File: src/rtl/dfd_trace_network_mc.sv
// dfd_trace_network_mc: per-core ingress FIFOs feeding per-channel backpressure-aware round-robin arbiters and output pipelines
module dfd_trace_network_mc #(
    parameter int NUM_CORES           = 8,
    parameter int NUM_CHANNELS        = 2,
    parameter int DATA_WIDTH_IN_BYTES = 16,
    parameter int DATA_WIDTH          = DATA_WIDTH_IN_BYTES * 8,
    parameter int FIFO_DEPTH          = 2,
    parameter int NUM_PIPE_STAGES     = 1,
    localparam int SLOTS              = NUM_CORES / NUM_CHANNELS
) (
    input  logic                                      clk,
    input  logic                                      reset_n,
    input  logic [NUM_CORES-1:0]                      MS_TN_Vld,
    input  logic [NUM_CORES-1:0]                      MS_TN_Src,
    input  logic [NUM_CORES-1:0][DATA_WIDTH-1:0]      MS_TN_Data,
    output logic [NUM_CORES-1:0]                      TN_MS_Gnt,
    output logic [NUM_CORES-1:0]                      TN_MS_Ntrace_Bp,
    output logic [NUM_CORES-1:0]                      TN_MS_Dst_Bp,
    output logic [NUM_CORES-1:0]                      TN_MS_Ntrace_Flush,
    output logic [NUM_CORES-1:0]                      TN_MS_Dst_Flush,
    output logic [NUM_CHANNELS-1:0][SLOTS-1:0]        TN_TR_Vld,
    output logic [NUM_CHANNELS-1:0]                   TN_TR_Src,
    output logic [NUM_CHANNELS-1:0][DATA_WIDTH-1:0]   TN_TR_Data,
    input  logic                                      TN_TR_Ntrace_Bp,
    input  logic                                      TN_TR_Dst_Bp,
    input  logic                                      TN_TR_Ntrace_Flush,
    input  logic                                      TN_TR_Dst_Flush,
    input  logic [NUM_CORES-1:0]                      TN_TR_Enabled_Srcs
);
    localparam int PW = FIFO_DEPTH > 1 ? $clog2(FIFO_DEPTH) : 1;
    localparam int CW = $clog2(FIFO_DEPTH + 1);
    localparam int SW = SLOTS > 1 ? $clog2(SLOTS) : 1;

    typedef logic [DATA_WIDTH:0] beat_t;

    beat_t                                     mem_q [NUM_CORES][FIFO_DEPTH];
    logic [PW-1:0]                             wp_q [NUM_CORES];
    logic [PW-1:0]                             rp_q [NUM_CORES];
    logic [CW-1:0]                             cnt_q [NUM_CORES];
    logic [NUM_CORES-1:0]                      en_q;
    logic [NUM_CORES-1:0]                      push;
    logic [NUM_CORES-1:0]                      pop;
    beat_t                                     head [NUM_CORES];
    logic [SW-1:0]                             rr_q [NUM_CHANNELS];
    logic [SW-1:0]                             rr_d [NUM_CHANNELS];
    logic [NUM_CHANNELS-1:0]                   win_vld;
    logic [SLOTS-1:0]                          win_oh [NUM_CHANNELS];
    beat_t                                     win_beat [NUM_CHANNELS];
    logic [NUM_CHANNELS-1:0][SLOTS-1:0]        pv_q [NUM_PIPE_STAGES];
    logic [NUM_CHANNELS-1:0]                   ps_q [NUM_PIPE_STAGES];
    logic [NUM_CHANNELS-1:0][DATA_WIDTH-1:0]   pd_q [NUM_PIPE_STAGES];
    logic                                      bp_n_q, bp_d_q, fl_n_q, fl_d_q;

    function automatic logic [PW-1:0] nxt(input logic [PW-1:0] p);
        return p == PW'(FIFO_DEPTH - 1) ? '0 : p + 1'b1;
    endfunction

    // Grant from registered state only, so Vld never feeds back into Gnt
    always_comb begin
        for (int c = 0; c < NUM_CORES; c++) begin
            TN_MS_Gnt[c] = en_q[c] && cnt_q[c] != CW'(FIFO_DEPTH);
            push[c]      = MS_TN_Vld[c] & TN_MS_Gnt[c];
            head[c]      = mem_q[c][rp_q[c]];
        end
    end

    // Per-channel round-robin search from rr_q over slots whose head type is not backpressured
    always_comb begin
        int k;
        int c;
        k   = 0;
        c   = 0;
        pop = '0;
        for (int ch = 0; ch < NUM_CHANNELS; ch++) begin
            rr_d[ch]     = rr_q[ch];
            win_vld[ch]  = 1'b0;
            win_oh[ch]   = '0;
            win_beat[ch] = '0;
            for (int i = 0; i < SLOTS; i++) begin
                k = int'(rr_q[ch]) + i;
                k = k >= SLOTS ? k - SLOTS : k;
                c = k * NUM_CHANNELS + ch;
                if (!win_vld[ch] && en_q[c] && cnt_q[c] != '0 &&
                    !(head[c][DATA_WIDTH] ? TN_TR_Dst_Bp : TN_TR_Ntrace_Bp)) begin
                    win_vld[ch]   = 1'b1;
                    win_oh[ch][k] = 1'b1;
                    win_beat[ch]  = head[c];
                    pop[c]        = 1'b1;
                    rr_d[ch]      = k == SLOTS - 1 ? '0 : SW'(k + 1);
                end
            end
        end
    end

    // FIFO storage; written only on a handshake, so it needs no reset
    always_ff @(posedge clk) begin
        for (int c = 0; c < NUM_CORES; c++)
            if (push[c]) mem_q[c][wp_q[c]] <= {MS_TN_Src[c], MS_TN_Data[c]};
    end

    // FIFO bookkeeping; a disabled core is purged ahead of any push or pop
    always_ff @(posedge clk) begin
        if (!reset_n) begin
            en_q <= '0;
            for (int c = 0; c < NUM_CORES; c++) begin
                cnt_q[c] <= '0;
                wp_q[c]  <= '0;
                rp_q[c]  <= '0;
            end
        end else begin
            en_q <= TN_TR_Enabled_Srcs;
            for (int c = 0; c < NUM_CORES; c++) begin
                if (!en_q[c]) begin
                    cnt_q[c] <= '0;
                    wp_q[c]  <= '0;
                    rp_q[c]  <= '0;
                end else begin
                    if (push[c]) wp_q[c] <= nxt(wp_q[c]);
                    if (pop[c]) rp_q[c] <= nxt(rp_q[c]);
                    cnt_q[c] <= cnt_q[c] + CW'(push[c]) - CW'(pop[c]);
                end
            end
        end
    end

    // Arbiter pointers advance past the last granted slot
    always_ff @(posedge clk) begin
        for (int ch = 0; ch < NUM_CHANNELS; ch++)
            rr_q[ch] <= !reset_n ? '0 : rr_d[ch];
    end

    // Stall-free output pipeline plus one-cycle copies of funnel backpressure and flush
    always_ff @(posedge clk) begin
        if (!reset_n) begin
            for (int s = 0; s < NUM_PIPE_STAGES; s++) begin
                pv_q[s] <= '0;
                ps_q[s] <= '0;
                pd_q[s] <= '0;
            end
            bp_n_q <= 1'b0;
            bp_d_q <= 1'b0;
            fl_n_q <= 1'b0;
            fl_d_q <= 1'b0;
        end else begin
            for (int ch = 0; ch < NUM_CHANNELS; ch++) begin
                pv_q[0][ch] <= win_oh[ch];
                if (win_vld[ch]) begin
                    ps_q[0][ch] <= win_beat[ch][DATA_WIDTH];
                    pd_q[0][ch] <= win_beat[ch][DATA_WIDTH-1:0];
                end
            end
            for (int s = 1; s < NUM_PIPE_STAGES; s++) begin
                pv_q[s] <= pv_q[s-1];
                ps_q[s] <= ps_q[s-1];
                pd_q[s] <= pd_q[s-1];
            end
            bp_n_q <= TN_TR_Ntrace_Bp;
            bp_d_q <= TN_TR_Dst_Bp;
            fl_n_q <= TN_TR_Ntrace_Flush;
            fl_d_q <= TN_TR_Dst_Flush;
        end
    end

    assign TN_TR_Vld          = pv_q[NUM_PIPE_STAGES-1];
    assign TN_TR_Src          = ps_q[NUM_PIPE_STAGES-1];
    assign TN_TR_Data         = pd_q[NUM_PIPE_STAGES-1];
    assign TN_MS_Ntrace_Bp    = {NUM_CORES{bp_n_q}};
    assign TN_MS_Dst_Bp       = {NUM_CORES{bp_d_q}};
    assign TN_MS_Ntrace_Flush = {NUM_CORES{fl_n_q}};
    assign TN_MS_Dst_Flush    = {NUM_CORES{fl_d_q}};
endmodule

File: config.mk
export PLATFORM = sky130hd
export DESIGN_NAME = dfd_trace_network_mc
export DESIGN_NICKNAME = d
export VERILOG_FILES = /design/src/rtl/dfd_trace_network_mc.sv
export SDC_FILE = /design/constraint.sdc
export NUM_CORES = 2
export LEC_CHECK = 0
export CAP_MARGIN = 20
export CORE_AREA = 8 8 529 531
export CTS_CLUSTER_DIAMETER = 40
export DETAILED_ROUTE_END_ITERATION = 6
export DIE_AREA = 0 0 537 539
export DONT_BUFFER_PORTS = 1
export GPL_TIMING_DRIVEN = 0
export PLACE_DENSITY = 0.6
export SYNTH_ARGS = -nofsm -noshare
export SYNTH_HDL_FRONTEND = slang
export SYNTH_SLANG_ARGS = --single-unit
File: constraint.sdc
create_clock -name clk -period 11.57 [get_ports clk]
set_input_delay 2.314 -clock clk [delete_from_list [all_inputs] [get_ports clk]]
set_output_delay 2.314 -clock clk [all_outputs]
set_load 0.005 [all_outputs]
Word level (Yosys, flattened, before mapping)
Memories as Yosys holds them, arrays and structs flattened.
Index checks and enable logic that the tools add are counted.
Operators by class
  reductions and logical operators: 79
  add/subtract/negate cells: 58
  multiplexer cells: 384
  bitwise logic cells: 93
  equal/unequal tests: 16
  $lt $le $gt $ge: 72
Operators with widths (number)
  two-way mux 129 bit: 56
  binary-select mux 129 bit (select 3 bit): 8
  two-way mux 258 bit: 8
  demux 129 bit (select 1 bit): 8
  greater-or-equal comparator 32 x 1 -> 1 bit, second input constant: 16
  equality test 32 x 3 -> 1 bit, second input constant: 8
  greater-or-equal comparator 32 x 4 -> 1 bit, second input constant: 8
  < comparator 32 x 4 -> 1 bit, second input constant: 8
  < comparator 32 x 5 -> 1 bit, second input constant: 8
  two-way mux 256 bit: 1
  two-way mux 32 bit: 8
  NOT 32 bit: 8
  OR reduction 256 bit: 1
  two-way mux 1 bit: 216
  adder 32 x 2 -> 32 bit, second input constant: 4
  two-way mux 2 bit: 38
  two-way mux 8 bit: 8
  logical AND 1 bit: 54
  bitwise OR 1 bit: 48
  greater-or-equal comparator 2 bit, second input constant: 16
  two-way mux 4 bit: 8
  NOT 1 -> 2 bit: 16
  bitwise OR 8 bit: 4
  demux 1 bit (select 2 bit): 12
  other kinds (23): 132
Word-level totals
  register bits after elaboration: 12
  word-level logic and storage cells: 715
  RAM bits: 2366
  output and inout bits: 306
  input bits: 1054
  memories kept: 8
Memories
  mem_q: words 8, width 258, rd ports 8, clocked after Yosys merged registers in 0, wr ports 8, RTL line 36  | beat_t mem_q [NUM_CORES][FIFO_DEPTH];
  pd_q: words 1, width 256, rd ports 1, clocked after Yosys merged registers in 0, wr ports 2, RTL line 51  | logic [NUM_CHANNELS-1:0][DATA_WIDTH-1:0] pd_q [NUM_PIPE_STAGES];
  cnt_q: words 8, width 2, rd ports 16, clocked after Yosys merged registers in 0, wr ports 8, RTL line 39  | logic [CW-1:0] cnt_q [NUM_CORES];
  pv_q: words 1, width 8, rd ports 1, clocked after Yosys merged registers in 0, wr ports 2, RTL line 49  | logic [NUM_CHANNELS-1:0][SLOTS-1:0] pv_q [NUM_PIPE_STAGES];
  rp_q: words 8, width 1, rd ports 8, clocked after Yosys merged registers in 0, wr ports 8, RTL line 38  | logic [PW-1:0] rp_q [NUM_CORES];
  wp_q: words 8, width 1, rd ports 8, clocked after Yosys merged registers in 0, wr ports 8, RTL line 37  | logic [PW-1:0] wp_q [NUM_CORES];
  2 more memories

Depth between registers and ports, before layout
An unclocked memory read counts as a cell.
  word-level depth: 40
  depth in mapped cells: 20
  mapped depth without buffers: 15

Worst setup path before layout
No wires, ideal clock.
  path type: input to register
  start: in TN_TR_Dst_Bp
  end: mem pd_q[0][0] in the netlist's numbering, enable pin
  data required time: 9.853 ns
  arrival: 7.024 ns
  path buffers: 3
  library setup time: 1.717 ns
  stages: 6
  path slack: 2.829 ns
  cells stage by stage: clkbuf_1 > mux2i_1 > a22oi_1 > buf_2 > clkbuf_1 > nand4_1
RTL lines
  start, declared: RTL line 25  | input logic TN_TR_Dst_Bp,
  end, declared: RTL line 51

==> impl_results.md <==
- Crit end category: flip-flop
- Fmax: 115 MHz
- Clock power share: 36.7%
- # hold bufs at CTS: 0
- Bufs on Longest Clock Path: 4
- All-layer global routing usage: 31.3%
- Synthesized flop and latch total: 2378
- Final setup vio count: 0
- Synth Instances: 9254
- EDFF count, synth: roughly 2400
- Layout filler cell count: 23629
- DIE HEIGHT: around 540 um
- Clk slew on worst S/H paths: 0.05 ns
- Num CTS Buffers: about 370
- Congestion Overflow GR: 0
- Worst EP arrival: around 9.3 ns
- Worst-path maximum fanout: 39
- Maximum vdd ir drop: 0.000150 V
- R2r startpoint: rr_q[0][2]
- MaxCap Viol Count: 0
- Synth top area share: 61.7%
- CTS Root Cell: clkbuf_16
- Routability cong.: 0.938
- Switching share of power: 35.6%
- Slew @ Worst Pin: 1.23 ns
- Number of distinct library cells after synthesis: 57
- Sequential share of power: roughly 36%
- Post-synthesis sequential area ratio: 62.1%
- Clock Latency Late Sink: between 0.9 and 1 ns
- PostCTS Resize Cnt: 0
- Launching element type of the critical path: flip-flop
- Routed Antenna Nets: 0
- Gate power share: 27.7%
- Layout Skew: between 0.07 and 0.08 ns
- Routed via count: 83177
- Cells after DPL: 12945
- Final core utilization: 49.4%
- Setup WS post-layout: 2.91 ns
- Last element of the critical path: pd_q[0][202]
- Yosys warning total: 0
- CP Data Required Time: 12.18 ns
- Syn Std Cell Area: 0.115 mm2
- Pre-antenna DRT Iters: 7
- Async S/R FF share, synth: 0%
- Post-route insts no fill: about 14000
- Lkg Pwr: 45.2 nW
- Share of layout cells above drive strength 1: 17.2%
- Die area: 0.289 mm2
- First DRT Iteration DRCs: 9723
- Pint: 19.5 mW
- Pwr dens: 226 mW/mm2
- # rows: roughly 190
- Violated checks: DRC
- RSZ-0062 raised after global routing: no
- Largest net degree at the start of global routing: 56
- Die width: about 540 um
- Mapped Avg Cell Area: 12.4 um2
- Overall power: 30.4 mW
- Core Area: about 0.27 mm2
- Fin nets: around 11000
- PortBufs: 0
- Synth area leader: edfxtp_1
- Final-report max-slew violation count: 0
- Vias in the first global route: 80697
- DR DRC count: 1
- Post-Route WL: 476000 um
- Layout Area Growth over Synthesis: 17.2%
- Worst R2R Setup Slack: 2.91 ns
- R2R depth: 19
- RR Endpoint: pd_q[0][202]
- CTS tree: built
- Place WS: 3.17 ns
- # IOs: 1360
- Crit path from: rr_q[0][2]
- Synth Flop Type: edfxtp_1
- DP HPWL: 362000 um
- Hold Path Class: flip-flop to flip-flop
- Final period utilization: 74.9%
- Relative slew margins: ~18%
- Clock Sinks: 2378
- Most frequent cells in the layout: 2353 x edfxtp_1, 1930 x nor2_1, 1043 x mux2i_1
- Sw Pwr: 10.8 mW
- Worst setup path class: flip-flop to flip-flop
- Drt via density: around 6
- Status: complete, but fails checks
- Initial antenna violation count: 297
- First-pass GRT wire length: 642000 um
- Hold Vio Cnt, Final: 0
- Post-CTS setup repair buffer count: 0
- Most common cell after layout, fill and taps aside: edfxtp_1
- Final min period: 8.66 ns
- Initial core utilization: 42.1%
- WHS: between 0.5 and 0.6 ns
- Top cells by area, synth: edfxtp_1 62%, mux2i_1 9.1%, mux2_2 7.7%, nor2_1 6.4%, a21oi_1 3.4%
- Routed len/inst: between 30 and 40 um
- H-tree levels: 5
layer usage:
layer  part of all wire, %  vias up  wire length (um)  track usage, %
li1                      -    35810                 -               -
met1                    34    40890            161000            34.2
met2                    46     5031            221000            50.0
met3                    14     1264             65600            15.3
met4                   5.8      182             27700            16.9
met5                  0.25        -              1210               0
cell families (layout without fill, tap and decap cells):
family / count (synthesis) / count (layout) / share of synthesized area (%)
simple gates: 2706 / 2706 / 9.45
flops: 2378 / 2378 / 62.1
mux: 1841 / 1841 / 17.1
compound gates: 1499 / 1499 / 8.02
buf+inv: 781 / 1554 / 2.82
fa+ha+maj: 32 / 32 / 0.350
xor+xnor: 16 / 16 / 0.122
other cells: 1 / 316 / 0.00327
area by class of cell:
cell class	count	area (um2)	area share (%)
antenna	300	751	0.559
inverter	46	173	0.129
multi-input combinational	6110	40300	30.0
buffer	735	3090	2.30
clock inverter	285	3140	2.34
clock buffer	396	9310	6.94
sequential	2378	71200	53.0
timing repair buffer	92	1830	1.36
tap	3589	4490	3.34
power by group through the flow:
stage,combinational (mW),clock [mW],sequential (mW)
after floorplan,5.36,0,10.5
after global placement,7.91,0,11.1
after detailed placement,8.15,0,10.9
after CTS,8.19,11.2,10.8
after global routing,8.86,11.6,10.8
final,8.42,11.1,10.8
state kept, by name, summed over array words and instances (netlist names), 2 cells and up:
register  cells
wp_q          8
cnt_q        16
ps_q          2
en_q          8
rp_q          8
pv_q          8
rr_q          4
pd_q        256
mem_q      2064
cells in the mapped netlist, types with 3 or more instances:
cell,n
xor2_1,8
nand3_1,275
mux4_2,13
inv_2,3
a32o_1,129
nand2_1,298
mux2i_1,1043
nor3_1,140
o21a_1,8
mux2_4,3
buf_1,103
a211oi_1,3
buf_2,117
a222oi_1,6
clkbuf_1,474
a21boi_0,16
buf_4,41
edfxtp_1,2353
a22oi_1,5
o22a_1,130
xnor2_1,8
dfxtp_1,25
nor2b_1,4
mux2_2,781
o211ai_1,5
o21ai_0,143
nor2_1,1938
a21oi_1,773
inv_1,43
and3_1,18
nand4_1,5
and2_1,22
o22ai_1,260
ha_1,32
per-stage QoR:
step / cell area (um2) / TNS [ns]
after floorplan: 115000 / 0
after global placement: 119000 / -3409.42
after detailed placement: 121000 / 0
after CTS: 134000 / 0
after global routing: 134000 / 0
final: 134000 / 0
critical path: stages, from the launching register on:
cell      delay, ns
dfxtp_1        0.37
buf_2          0.22
inv_2          0.15
clkbuf_1       0.92
clkbuf_2       0.58
buf_16         0.22
clkbuf_1       0.64
ha_1           0.36
buf_2          0.20
inv_1          0.20
mux4_2         0.59
mux2i_1        0.19
a22oi_1        0.71
buf_4          0.33
clkbuf_1       0.60
buf_8          0.23
clkbuf_1       0.56
nand3_4        0.48
buf_16         0.42
buf_12         0.21
how the worst min path moves through the flow:
stage	start	to	slack [ns]	cells past startpoint
global route	en_q[1]	wp_q[0][1]	0.58	1
floorplan	en_q[4]	wp_q[0][4]	0.51	1
global placement	en_q[1]	rp_q[0][1]	0.54	1
CTS	en_q[1]	rp_q[0][1]	0.56	1
detailed placement	en_q[1]	rp_q[0][1]	0.54	1
finish	en_q[5]	wp_q[0][5]	0.56	1
No activity file was read; power rests on OpenSTA's default activity.
